<file path="src/rtl/apb_ahb3lite_master.sv">
// APB slave to AHB3-Lite master bridge: each APB access becomes one or more
// unpipelined AHB SINGLE transfers, with sparse write strobes split into aligned pieces.
module apb_ahb3lite_master #(
  parameter int                    HADDR_SIZE = 32,
  parameter int                    PADDR_SIZE = 16,
  parameter int                    DATA_SIZE  = 32,
  parameter logic [HADDR_SIZE-1:0] HADDR_BASE = {HADDR_SIZE{1'b0}}
) (
  input  logic                   HRESETn,
  input  logic                   HCLK,
  input  logic                   PSEL,
  input  logic                   PENABLE,
  input  logic [PADDR_SIZE-1:0]  PADDR,
  input  logic                   PWRITE,
  input  logic [DATA_SIZE-1:0]   PWDATA,
  input  logic [DATA_SIZE/8-1:0] PSTRB,
  input  logic [2:0]             PPROT,
  output logic [DATA_SIZE-1:0]   PRDATA,
  output logic                   PREADY,
  output logic                   PSLVERR,
  output logic [HADDR_SIZE-1:0]  HADDR,
  output logic                   HWRITE,
  output logic [2:0]             HSIZE,
  output logic [2:0]             HBURST,
  output logic [3:0]             HPROT,
  output logic [1:0]             HTRANS,
  output logic                   HMASTLOCK,
  output logic [DATA_SIZE-1:0]   HWDATA,
  input  logic [DATA_SIZE-1:0]   HRDATA,
  input  logic                   HREADY,
  input  logic                   HRESP
);

  localparam int NB = DATA_SIZE / 8;
  localparam int SW = $clog2(NB);

  localparam logic [2:0] ST_IDLE = 3'd0;
  localparam logic [2:0] ST_ADDR = 3'd1;
  localparam logic [2:0] ST_DATA = 3'd2;
  localparam logic [2:0] ST_ERR  = 3'd3;
  localparam logic [2:0] ST_DONE = 3'd4;

  localparam logic [1:0] HTRANS_IDLE   = 2'b00;
  localparam logic [1:0] HTRANS_NONSEQ = 2'b10;

  // Lowest remaining strobe byte and the largest naturally aligned run of set
  // bytes starting there; packed as {size[2:0], index[2:0]}.
  function automatic logic [5:0] piece_of(input logic [NB-1:0] m);
    int   idx;
    int   sz;
    logic found;
    logic fits;
    idx   = 0;
    found = 1'b0;
    for (int b = 0; b < NB; b++) begin
      if (!found && m[b]) begin
        idx   = b;
        found = 1'b1;
      end else begin
        found = found;
      end
    end
    sz   = 0;
    fits = 1'b1;
    for (int s = 1; s <= SW; s++) begin
      if ((idx % (1 << s)) != 0) fits = 1'b0;
      else                       fits = fits;
      for (int k = 0; k < NB; k++) begin
        if ((k >= idx) && (k < idx + (1 << s)) && !m[k]) fits = 1'b0;
        else                                              fits = fits;
      end
      if (fits) sz = s;
      else      sz = sz;
    end
    return {3'(sz), 3'(idx)};
  endfunction

  function automatic logic [NB-1:0] mask_of(input logic [5:0] p);
    logic [NB-1:0] m;
    int            idx;
    int            len;
    idx = int'(p[2:0]);
    len = 1 << p[5:3];
    for (int k = 0; k < NB; k++) begin
      m[k] = (k >= idx) && (k < idx + len);
    end
    return m;
  endfunction

  logic [2:0]            state_q,   state_d;
  logic [PADDR_SIZE-1:0] paddr_q,   paddr_d;
  logic                  hwrite_q,  hwrite_d;
  logic [NB-1:0]         strb_q,    strb_d;
  logic [NB-1:0]         pmask_q,   pmask_d;
  logic                  err_q,     err_d;
  logic [DATA_SIZE-1:0]  rdata_q,   rdata_d;
  logic [HADDR_SIZE-1:0] haddr_q,   haddr_d;
  logic [2:0]            hsize_q,   hsize_d;
  logic [3:0]            hprot_q,   hprot_d;
  logic [1:0]            htrans_q,  htrans_d;
  logic [DATA_SIZE-1:0]  hwdata_q,  hwdata_d;
  logic                  pready_q,  pready_d;
  logic                  pslverr_q, pslverr_d;
  logic [DATA_SIZE-1:0]  prdata_q,  prdata_d;

  logic [NB-1:0]         strb_left_s;
  logic [5:0]            piece_s;
  logic                  pprot_unused_s;

  // PPROT[1] (secure/non-secure) has no AHB3-Lite counterpart.
  assign pprot_unused_s = PPROT[1];
  assign strb_left_s    = strb_q & ~pmask_q;

  // Next-state, piece selection and registered-output computation.
  always_comb begin
    state_d  = state_q;
    paddr_d  = paddr_q;
    hwrite_d = hwrite_q;
    strb_d   = strb_q;
    err_d    = err_q;
    rdata_d  = rdata_q;
    hwdata_d = hwdata_q;
    hprot_d  = hprot_q;

    case (state_q)
      ST_IDLE: begin
        if (PSEL && !PENABLE) begin
          paddr_d  = PADDR;
          hwrite_d = PWRITE;
          hwdata_d = PWDATA;
          strb_d   = PWRITE ? PSTRB : {NB{1'b1}};
          hprot_d  = {2'b00, PPROT[0], ~PPROT[2]};
          err_d    = 1'b0;
          rdata_d  = {DATA_SIZE{1'b0}};
          state_d  = (PWRITE && (PSTRB == {NB{1'b0}})) ? ST_DONE : ST_ADDR;
        end else begin
          state_d = ST_IDLE;
        end
      end
      ST_ADDR: begin
        state_d = HREADY ? ST_DATA : ST_ADDR;
      end
      ST_DATA: begin
        if (HRESP) begin
          // Error aborts the access: remaining pieces are dropped.
          err_d   = 1'b1;
          strb_d  = {NB{1'b0}};
          state_d = HREADY ? ST_DONE : ST_ERR;
        end else if (HREADY) begin
          if (!hwrite_q) rdata_d = HRDATA;
          else           rdata_d = rdata_q;
          strb_d  = strb_left_s;
          state_d = (strb_left_s != {NB{1'b0}}) ? ST_ADDR : ST_DONE;
        end else begin
          state_d = ST_DATA;
        end
      end
      ST_ERR: begin
        state_d = HREADY ? ST_DONE : ST_ERR;
      end
      ST_DONE: begin
        state_d = ST_IDLE;
      end
      default: begin
        state_d = ST_IDLE;
      end
    endcase

    piece_s = piece_of(strb_d);
    if (state_d == ST_ADDR) begin
      haddr_d = HADDR_BASE
              | (HADDR_SIZE'(paddr_d) & ~HADDR_SIZE'(NB - 1))
              | HADDR_SIZE'(piece_s[2:0]);
      hsize_d = piece_s[5:3];
      pmask_d = mask_of(piece_s);
    end else begin
      haddr_d = haddr_q;
      hsize_d = hsize_q;
      pmask_d = pmask_q;
    end

    htrans_d = (state_d == ST_ADDR) ? HTRANS_NONSEQ : HTRANS_IDLE;
    pready_d = (state_d == ST_DONE);
    if (state_d == ST_DONE) begin
      pslverr_d = err_d;
      prdata_d  = hwrite_d ? {DATA_SIZE{1'b0}} : rdata_d;
    end else begin
      pslverr_d = 1'b0;
      prdata_d  = {DATA_SIZE{1'b0}};
    end
  end

  // State and output registers; reset clears everything immediately.
  always_ff @(posedge HCLK or negedge HRESETn) begin
    if (!HRESETn) begin
      state_q   <= ST_IDLE;
      paddr_q   <= {PADDR_SIZE{1'b0}};
      hwrite_q  <= 1'b0;
      strb_q    <= {NB{1'b0}};
      pmask_q   <= {NB{1'b0}};
      err_q     <= 1'b0;
      rdata_q   <= {DATA_SIZE{1'b0}};
      haddr_q   <= {HADDR_SIZE{1'b0}};
      hsize_q   <= 3'd0;
      hprot_q   <= 4'd0;
      htrans_q  <= HTRANS_IDLE;
      hwdata_q  <= {DATA_SIZE{1'b0}};
      pready_q  <= 1'b0;
      pslverr_q <= 1'b0;
      prdata_q  <= {DATA_SIZE{1'b0}};
    end else begin
      state_q   <= state_d;
      paddr_q   <= paddr_d;
      hwrite_q  <= hwrite_d;
      strb_q    <= strb_d;
      pmask_q   <= pmask_d;
      err_q     <= err_d;
      rdata_q   <= rdata_d;
      haddr_q   <= haddr_d;
      hsize_q   <= hsize_d;
      hprot_q   <= hprot_d;
      htrans_q  <= htrans_d;
      hwdata_q  <= hwdata_d;
      pready_q  <= pready_d;
      pslverr_q <= pslverr_d;
      prdata_q  <= prdata_d;
    end
  end

  assign HADDR     = haddr_q;
  assign HWRITE    = hwrite_q;
  assign HSIZE     = hsize_q;
  assign HBURST    = 3'b000;
  assign HPROT     = hprot_q;
  assign HTRANS    = htrans_q;
  assign HMASTLOCK = 1'b0;
  assign HWDATA    = hwdata_q;
  assign PREADY    = pready_q;
  assign PSLVERR   = pslverr_q;
  assign PRDATA    = prdata_q;

endmodule

</file>
<file path="config.mk">
export PLATFORM = sky130hd
export DESIGN_NAME = apb_ahb3lite_master
export DESIGN_NICKNAME = d
export VERILOG_FILES = /design/src/rtl/apb_ahb3lite_master.sv
export SDC_FILE = /design/constraint.sdc
export NUM_CORES = 1
export LEC_CHECK = 0
export ABC_AREA = 1
export CAP_MARGIN = 15
export CORE_MARGIN = 2
export CORE_UTILIZATION = 27
export CTS_BUF_LIST = sky130_fd_sc_hd__clkbuf_4
export DETAILED_ROUTE_END_ITERATION = 10
export GPL_TIMING_DRIVEN = 1
export PLACE_DENSITY = 0.49
export SYNTH_ARGS = -nofsm -noshare
export SYNTH_HDL_FRONTEND = slang
export SYNTH_SLANG_ARGS = --single-unit
</file>
<file path="constraint.sdc">
create_clock -name HCLK -period 3.7 [get_ports HCLK]
set_input_delay 0.37 -clock HCLK [delete_from_list [all_inputs] [get_ports HCLK]]
set_output_delay 0.37 -clock HCLK [all_outputs]
set_load 0.02 [all_outputs]
</file>
==> results.sh, run 1 <==
export IMPL_row_count=55
export IMPL_tightest_slew_ps=683
export IMPL_ant_nets=0
export IMPL_grt_pass1_vias=4763
export IMPL_use_met1=0.182
export IMPL_top_usage_layer="met2"
export IMPL_postCtsSetupRepairBufs=0
export IMPL_drv_slew=0
export IMPL_design_core_area_sq_um=22400
export IMPL_syn_area_sq_um=6130
export IMPL_maxSlewHeadroom=0.545
export IMPL_grt_pass1_wl_um=25300
export IMPL_hpwl_um=10600
export IMPL_gp_congestion=0.767
export IMPL_irDropWorstVdd_mv=0.297
export IMPL_multi_input_area_sq_um=1810
export IMPL_synthCells=693
export IMPL_fin_skew_ps=21.2
export IMPL_final_nets=978
export IMPL_min_path_cells=3
export IMPL_dr_total_vias=4793
export IMPL_clockBufferDepth=2
export IMPL_avgSynthCellArea_sq_um=8.85
export IMPL_ys_types=31
export IMPL_area_delta_synth_final_pct=38.3
export IMPL_placed_area_sq_um=8130
export IMPL_grt_ovfl_total=0
export IMPL_rr_endpoint="pmask_q[3]$_DFFE_PN0P_"
export IMPL_p_comb_frac=0.445
export IMPL_finalHoldViolCount=0
export IMPL_cts_tree="yes"
export IMPL_finalWorstSetupSlack_ps=428
export IMPL_hp_start="PWDATA[22]"
export IMPL_total_power_uw=6270
export IMPL_detail_route_first_pass_iterations=6
export IMPL_finalInstanceArea_sq_um=8480
export IMPL_switching_share=0.397
export IMPL_grt_max_degree=74
export IMPL_p_leak_uw=0.00418
export IMPL_drt_iter0_drc=221
export IMPL_final_instance_count_excl_fill=1177
export IMPL_ios=206
export IMPL_place_ws_ps=11.3
export IMPL_dieWidth_um=155
export IMPL_cts_root_buf="clkbuf_4"
export IMPL_cts_made_buffers=17
export IMPL_final_common_cell="nand2_1"
export IMPL_endpoint_kind="flop"
export IMPL_layout_common_cells="nand2_1, clkdlybuf4s50_1, dfrtp_1"
export IMPL_reg2reg_from="state_q[1]$_DFF_PN0_"
export IMPL_drive_above_1_share=0.0774
export IMPL_critPathMaxFanout=6
export IMPL_status="complete, no violations"
export IMPL_setup_tns_ps=0
export IMPL_grt_setup_unrepaired="no"
export IMPL_wire_per_inst_um=13.6
export IMPL_wl_um=16000
export IMPL_hold_end="HWDATA[22]$_DFFE_PN0P_"
export IMPL_use_met3=0.0403
export IMPL_ff2ff_setup_slack_ps=430
export IMPL_antenna_found_initial=1
export IMPL_rr_worst_depth=20
export IMPL_die_area_sq_um=23900
export IMPL_worstSetupPathType="flop to flop"
export IMPL_clkPwrFrac=0.180
export IMPL_synth_seq_area_share=0.596
export IMPL_initial_core_util=0.273
export IMPL_clock_sinks=146
export IMPL_yosysWarnings=0
export IMPL_cp_start_kind="flop"
export IMPL_fmax_mhz=306
export IMPL_period_share=0.884
export IMPL_maxCapViolCount=0
export IMPL_fillCellCount=2291
export IMPL_fin_crit_ps=3270
export IMPL_ys_seq_elements=146
export IMPL_seqPwrFrac=0.375
export IMPL_drc=0
export IMPL_power_internal_uw=3780
export IMPL_pwr_density_cell_nw_per_um2=740
export IMPL_clk_latency_ps=550
export IMPL_seqCellArea_sq_um=3650
export IMPL_dieHeight_um=155
export IMPL_p_sw_uw=2490
export IMPL_htreeDepth=4
export IMPL_worstPathArrival_ps=3750
export IMPL_portBuffers=178
export IMPL_track_usage=0.135
export IMPL_use_met2=0.214
export IMPL_hold_class="input pin to flop"
export IMPL_finalSetupViolations=0
export IMPL_via_per_inst=4.07
export IMPL_place_inst=1143
export IMPL_clk_pin_slew_worst_paths_ps=140
export IMPL_required_ps=4170
[logic make-up after synthesis]
logic type,Yosys count,share of synthesized area
DFF,146,0.596
AOI/OAI and AO/OA,56,0.0576
other,1,0.000612
buffers and inverters,170,0.126
adders and majority gates,6,0.0135
and+or+nand+nor,314,0.207
[cell type report]
cell class	count	area share
flip-flops and latches	146	0.431
repair buffers	191	0.222
well taps	285	0.0421
clock buffers	19	0.0168
multi-input cells	400	0.213
inverters	122	0.0540
diodes	1	0.000295
clock inverters	13	0.0204
[state kept, by name (all words and copies together) (netlist names)]
signal,flops
HSIZE,2
rdata_q,32
HWRITE,1
PRDATA,32
pmask_q,4
err_q,1
HPROT,2
paddr_q,14
strb_q,4
HWDATA,32
HADDR,16
state_q,3
HTRANS,1
PSLVERR,1
PREADY,1
[worst max-delay path, cell delays in order, from the launching register on]
cell	delay [ps]
dfrtp_1	480
nor2_4	190
nand2_1	110
inv_1	100
o211ai_1	190
nand3_1	140
nand2_1	50
nand2_1	100
inv_1	70
ha_1	290
nand3_1	80
nand2_1	70
a21oi_2	150
a21oi_1	90
ha_1	220
fa_1	410
nand2_1	90
nand4_1	140
nand2_1	100
nand2_1	50
o21ai_1	70
[synth_stat cells]
cell type	count	area share
a21oi_4	1	0.0027
o21ai_0	4	0.0033
a21oi_1	9	0.0073
o21a_2	1	0.0014
o211ai_1	1	0.0012
fa_1	1	0.0033
nand3_4	1	0.0029
nand3_2	2	0.0033
nand2_1	240	0.15
conb_1	1	0.00061
o21a_1	2	0.0024
buf_6	2	0.0037
nand2_2	6	0.0061
ha_1	5	0.010
a21boi_0	1	0.0012
nor2_2	3	0.0031
buf_4	26	0.032
nand3_1	14	0.011
o22ai_1	32	0.033
nor4_1	1	0.0010
nor2_1	42	0.026
nand3b_1	1	0.0012
clkbuf_1	4	0.0024
buf_2	16	0.013
inv_2	5	0.0031
nor2_4	1	0.0018
o21ai_1	3	0.0024
dfrtp_1	146	0.60
nand4_1	3	0.0031
inv_1	117	0.072
o21ai_2	2	0.0029
[stage by stage]
step	hold WS, ps	utilization
global route	271	0.378
CTS	261	0.377
global placement	454	0.363
finish	329	0.378
floorplan	74.4	-
detailed placement	451	0.363
[timing repair]
| action | CTS | global route |
|---|---|---|
| gates resized for setup | 0 | 4 |
| endpoints found under the setup margin | 0 | 3 |
| hold buffers | 1 | 0 |
| endpoints found under the hold margin | 70 | 0 |
[worst max path at each step]
stage	from	slack, ps	end	cells past startpoint
2_1_floorplan	state_q[1]$_DFF_PN0_	650	pmask_q[3]$_DFFE_PN0P_	20
4_1_cts	state_q[1]$_DFF_PN0_	260	pmask_q[1]$_DFFE_PN0P_	22
6_report	state_q[1]$_DFF_PN0_	430	pmask_q[3]$_DFFE_PN0P_	20
3_3_place_gp	PSEL	100	pmask_q[1]$_DFFE_PN0P_	25
3_5_place_dp	PSEL	10	pmask_q[1]$_DFFE_PN0P_	24
5_1_grt	state_q[0]$_DFF_PN0_	60	pmask_q[3]$_DFFE_PN0P_	22
[layer usage]
metal / share of wire / wire, um / vias up
met5: 0.00081 / 13 / -
li1: - / - / 2403
met2: 0.45 / 7200 / 136
met1: 0.48 / 7710 / 2236
met4: 0.011 / 182 / 2
met3: 0.054 / 857 / 16
[power by group through the flow]
stage | clock network, uW | logic (uW) | registers, uW
after floorplan | 0 | 1380 | 2700
after global placement | 0 | 2780 | 2380
after detailed placement | 0 | 2800 | 2380
after CTS | 1190 | 2820 | 2350
after global routing | 1260 | 3150 | 2420
final | 1130 | 2790 | 2350
Note: power is estimated with default switching activity, not from simulation.
==> inputs of run 2 (changes only) <==
--- a/config.mk
+++ b/config.mk
@@ -7,7 +7,6 @@
 export LEC_CHECK = 0
 export ABC_AREA = 1
 export CAP_MARGIN = 15
-export CORE_MARGIN = 2
 export CORE_UTILIZATION = 27
 export CTS_BUF_LIST = sky130_fd_sc_hd__clkbuf_4
 export DETAILED_ROUTE_END_ITERATION = 10
==> run 2 against run 1 <==
The run now ends with DRC left. Clock power fell by 17%. Sequential share of layout area rose by 0.27 points. Largest cell class unchanged. Worst setup slack got worse by 25 ps. Total power fell by 3.3%. Highest routed layer is now met4. Global-route usage rose by 0.34 points. Core utilization rose by 0.46 points. First-iteration DRC count rose by 4.5%. Wire length fell by 3.7%.
==> results.sh, run 2 (same netlist as run 1, synthesis figures left out) <==
export IMPL_clock_sinks=146
export IMPL_wire_per_inst_um=13.1
export IMPL_gp_congestion=0.733
export IMPL_initial_core_util=0.278
export IMPL_pwr_density_cell_nw_per_um2=720
export IMPL_drive_above_1_share=0.0774
export IMPL_dieHeight_um=153
export IMPL_area_delta_synth_final_pct=37.4
export IMPL_setup_tns_ps=0
export IMPL_diodes=0
export IMPL_cts_root_buf="clkbuf_4"
export IMPL_cts_made_buffers=17
export IMPL_fin_skew_ps=29.6
export IMPL_detail_route_first_pass_iterations=7
export IMPL_clk_latency_ps=540
export IMPL_ios=206
export IMPL_maxSlewHeadroom=0.472
export IMPL_cts_tree="yes"
export IMPL_antenna_found_initial=0
export IMPL_final_common_cell="nand2_1"
export IMPL_maxCapViolCount=0
export IMPL_place_ws_ps=69.2
export IMPL_grt_setup_unrepaired="no"
export IMPL_layout_common_cells="nand2_1, clkdlybuf4s50_1, dfrtp_1"
export IMPL_violations="DRC"
export IMPL_row_count=54
export IMPL_grt_pass1_vias=4685
export IMPL_fmax_mhz=303
export IMPL_portBuffers=178
export IMPL_finalWorstSetupSlack_ps=403
export IMPL_critPathMaxFanout=6
export IMPL_fillCellCount=2266
export IMPL_cp_slowest_cell="dfrtp_1"
export IMPL_die_area_sq_um=23300
export IMPL_cpPeakStageDelay_ps=450
export IMPL_required_ps=4140
export IMPL_hpwl_um=10200
export IMPL_drt_iter0_drc=231
export IMPL_wl_um=15400
export IMPL_final_nets=979
export IMPL_whs_ps=354
export IMPL_drc=18
export IMPL_grt_pass1_wl_um=25400
export IMPL_htreeDepth=4
export IMPL_via_per_inst=4.02
export IMPL_period_share=0.891
export IMPL_crit_top_cell="nand2_1"
export IMPL_finalSetupViolations=0
export IMPL_p_leak_uw=0.00417
export IMPL_tightest_slew_ps=792
export IMPL_track_usage=0.139
export IMPL_fin_crit_ps=3300
export IMPL_grt_max_degree=84
export IMPL_drv_slew=0
export IMPL_total_power_uw=6070
export IMPL_design_core_area_sq_um=22000
export IMPL_ant_nets=0
export IMPL_hold_class="input pin to flop"
export IMPL_endpoint_kind="flop"
export IMPL_grt_ovfl_total=0
export IMPL_dieWidth_um=153
export IMPL_finalHoldViolCount=0
export IMPL_clockBufferDepth=2
export IMPL_worstSetupPathType="flop to flop"
export IMPL_dr_total_vias=4713
export IMPL_worstPathArrival_ps=3730
export IMPL_clk_pin_slew_worst_paths_ps=140
export IMPL_cp_start_kind="flop"
export IMPL_irDropWorstVdd_mv=0.391
export IMPL_status="complete, but fails checks"
run 2: changes by cell type in the layout (fill, tap and decap cells not counted), moves of 2 or more:
cell,delta
clkinv_2,+2
inv_8,+2
clkinv_4,+3
clkbuf_4,-2
bufinv_16,-3
run 2: power breakdown:
| group | switching [uW] | leakage (uW) | total (uW) | internal [uW] |
|---|---|---|---|---|
| logic | 1600 | 0.00212 | 2780 | 1180 |
| clock network | 656 | 0.000134 | 942 | 285 |
| registers | 234 | 0.00192 | 2350 | 2110 |
run 2: through the flow:
step	cell area (sq um)	util	cells
final	8420	0.382	1172
after global routing	8420	0.382	1172
after CTS	8390	0.381	1170
after detailed placement	8130	0.369	1137
after global placement	8130	0.369	1137
after floorplan	6220	-	716
run 2: final timing paths:
check / end / startpoint / slack (ps) / cells past startpoint
min in group asynchronous: rdata_q[8]$_DFF_PN0_ / HRESETn / 410 / 2
worst min register to register: HADDR[5]$_DFFE_PN0P_ / HADDR[5]$_DFFE_PN0P_ / 490 / 2
worst min-delay path: HWDATA[20]$_DFFE_PN0P_ / PWDATA[20] / 350 / 3
max in group asynchronous: HWDATA[2]$_DFFE_PN0P_ / HRESETn / 2420 / 3
worst max register to register: pmask_q[3]$_DFFE_PN0P_ / state_q[2]$_DFF_PN0_ / 400 / 25
worst max-delay path: pmask_q[3]$_DFFE_PN0P_ / state_q[2]$_DFF_PN0_ / 400 / 25
run 2: worst max-delay path, delay by kind of cell (launching register included):
| kind | cells | cell delay (ps) |
|---|---|---|
| flops | 1 | 450 |
| simple gates | 17 | 1470 |
| fa+ha+maj | 2 | 510 |
| buf+inv | 3 | 390 |
| compound gates | 3 | 370 |
run 2: area by class of cell:
type                       count  area [sq um]  area share
clock buffer                  17           128      0.0151
sequential                   146          3650       0.434
timing repair buffer         192          1900       0.226
inverter                     122           458      0.0544
clock inverter                15           125      0.0149
tap                          280           350      0.0416
multi-input combinational    400          1810       0.214
run 2: timing repair:
action                                  in CTS  in global routing
hold buffers                                 1                  0
endpoints found under the setup margin       0                  3
resized for setup                            0                  3
setup buffers                                0                  2
endpoints found under the hold margin       82                  0
run 2: layer usage:
metal,vias to the layer above,global-route usage,share of wire
met4,0,0.0308,0.0036
met3,4,0.0449,0.061
met2,124,0.218,0.46
met5,-,0,0
li1,2410,-,-
met1,2175,0.186,0.47
==> inputs of run 3 (changes only) <==
--- a/config.mk
+++ b/config.mk
@@ -7,11 +7,11 @@
 export LEC_CHECK = 0
 export ABC_AREA = 1
 export CAP_MARGIN = 15
-export CORE_UTILIZATION = 27
+export CORE_UTILIZATION = 46
 export CTS_BUF_LIST = sky130_fd_sc_hd__clkbuf_4
 export DETAILED_ROUTE_END_ITERATION = 10
 export GPL_TIMING_DRIVEN = 1
-export PLACE_DENSITY = 0.49
+export PLACE_DENSITY = 0.78
 export SYNTH_ARGS = -nofsm -noshare
 export SYNTH_HDL_FRONTEND = slang
 export SYNTH_SLANG_ARGS = --single-unit
==> run 3 against run 2 <==
The run now ends clean. Highest routed layer unchanged. Sequential share of layout area rose by 0.94 points. Hold slack better by 2.8 ps. Via count increased by 0.62%. Design area shrank 2.1%. Largest power group unchanged. Global-route usage is 7.2 points higher. First-iteration DRC count grew 18%. Flip-flop and latch count did not move.
==> results.sh, run 3 (same netlist as run 1, synthesis figures left out) <==
export IMPL_status="complete, no violations"
export IMPL_clk_pin_slew_worst_paths_ps=120
export IMPL_grt_max_degree=102
export IMPL_period_share=0.897
export IMPL_dr_total_vias=4742
export IMPL_pwr_density_cell_nw_per_um2=727
export IMPL_irDropWorstVdd_mv=0.478
export IMPL_clkPwrFrac=0.152
export IMPL_clk_latency_ps=540
export IMPL_p_sw_uw=2390
export IMPL_track_usage=0.210
export IMPL_detail_route_first_pass_iterations=6
export IMPL_grt_pass1_wl_um=22700
export IMPL_grt_ovfl_total=0
export IMPL_drv_slew=0
export IMPL_fmax_mhz=301
export IMPL_place_ws_ps=63.3
export IMPL_cts_made_buffers=17
export IMPL_dieWidth_um=117
export IMPL_finalSetupViolations=0
export IMPL_endpoint_kind="flop"
export IMPL_final_common_cell="nand2_1"
export IMPL_power_internal_uw=3610
export IMPL_ios=206
export IMPL_finalWorstSetupSlack_ps=380
export IMPL_wl_um=13600
export IMPL_clock_sinks=146
export IMPL_portBuffers=178
export IMPL_grt_pass1_vias=4643
export IMPL_finalHoldViolCount=0
export IMPL_fin_skew_ps=15.3
export IMPL_htreeDepth=4
export IMPL_worstPathArrival_ps=3800
export IMPL_drive_above_1_share=0.0720
export IMPL_maxSlewHeadroom=0.413
export IMPL_switching_share=0.398
export IMPL_drc=0
export IMPL_antenna_found_initial=0
export IMPL_wire_per_inst_um=12.8
export IMPL_design_core_area_sq_um=12800
export IMPL_clockBufferDepth=2
export IMPL_p_leak_uw=0.00414
export IMPL_required_ps=4180
export IMPL_ant_nets=0
export IMPL_maxCapViolCount=0
export IMPL_area_delta_synth_final_pct=34.5
export IMPL_seqPwrFrac=0.393
export IMPL_critPathMaxFanout=6
export IMPL_layout_common_cells="nand2_1, clkdlybuf4s50_1, dfrtp_1"
export IMPL_p_comb_frac=0.455
export IMPL_cts_tree="yes"
export IMPL_final_nets=976
export IMPL_row_count=41
export IMPL_drt_iter0_drc=272
export IMPL_fin_crit_ps=3320
export IMPL_gp_congestion=0.827
export IMPL_hpwl_um=9300
export IMPL_hold_class="input pin to flop"
export IMPL_tightest_slew_ps=881
export IMPL_diodes=0
export IMPL_via_per_inst=4.47
export IMPL_die_area_sq_um=13800
export IMPL_grt_setup_unrepaired="no"
export IMPL_setup_tns_ps=0
export IMPL_cts_root_buf="clkbuf_4"
export IMPL_worstSetupPathType="flop to flop"
export IMPL_cp_start_kind="flop"
export IMPL_initial_core_util=0.478
export IMPL_dieHeight_um=117
[run 3: changes by cell type in the layout (fill, tap and decap cells not counted), moves of 2 or more]
cell      delta
clkinv_1     +2
buf_4        -2
nor2_2       +2
clkbuf_4     +2
inv_8        -2
inv_6        -4
nor2_4       -2
[run 3: path summary, 6_finish.rpt]
check,startpoint,end,slack [ps],cells past startpoint
worst max-delay path,state_q[1]$_DFF_PN0_,pmask_q[1]$_DFFE_PN0P_,380,20
worst min-delay path,PWDATA[22],HWDATA[22]$_DFFE_PN0P_,360,3
worst max register to register,state_q[1]$_DFF_PN0_,pmask_q[1]$_DFFE_PN0P_,380,20
worst min register to register,HADDR[12]$_DFFE_PN0P_,HADDR[12]$_DFFE_PN0P_,490,2
max in group asynchronous,HRESETn,PRDATA[16]$_DFF_PN0_,2360,3
min in group asynchronous,HRESETn,HWDATA[23]$_DFFE_PN0P_,470,2
[run 3: cell type report]
class | instances | area [sq um]
fillers | 1074 | 4580
repair buffers | 189 | 1870
inverters | 122 | 458
flip-flops and latches | 146 | 3650
clock inverters | 13 | 113
well taps | 172 | 215
multi-input cells | 400 | 1800
clock buffers | 19 | 143
[run 3: metrics by stage]
step           hold WS [ps]  utilization  power [uW]  area, sq um  instances
5_1_grt                 313        0.643        6480         8250       1061
6_report                357        0.643        6000         8250       1061
3_3_place_gp            459        0.622        5030         7980       1028
2_1_floorplan          74.4            -        4080         6220        716
3_5_place_dp            460        0.622        5110         7980       1028
4_1_cts                 300        0.643        6040         8240       1061
[run 3: per-layer routing]
metal / GRT usage / part of all wire / up-vias / wire length (um)
met2: 0.341 / 0.48 / 141 / 6500
met4: 0.0657 / 0.016 / 0 / 213
met3: 0.0564 / 0.057 / 19 / 772
li1: - / - / 2400 / -
met1: 0.274 / 0.45 / 2182 / 6080
met5: 0 / 0 / - / 0
[run 3: repair_timing]
action | CTS | global route
setup buffers | 0 | 0
setup endpoints to repair | 0 | 3
endpoints found under the hold margin | 99 | 0
resized for setup | 0 | 1
hold buffers | 1 | 0
[run 3: worst max-delay path, cell delays in order (launching register included)]
cell and delay, ps:
dfrtp_1 450, nor2_2 240, nand2_1 130, inv_1 110, o211ai_1 180, nand3_1 130
nand2_1 50, nand2_1 130, inv_1 80, ha_1 300, nand3_1 80, nand2_1 70
a21oi_2 160, a21oi_1 100, ha_1 220, fa_1 400, nand2_1 90, nand4_1 130
nand3_1 110, nand2_1 60, nand2_1 60
[run 3: power groups by stage]
| stage | Combinational, uW | Sequential, uW | Clock, uW |
|---|---|---|---|
| after global placement | 2660 | 2370 | 0 |
| after detailed placement | 2730 | 2380 | 0 |
| after global routing | 3050 | 2420 | 1010 |
| final | 2730 | 2360 | 911 |
| after CTS | 2740 | 2360 | 939 |
| after floorplan | 1380 | 2700 | 0 |
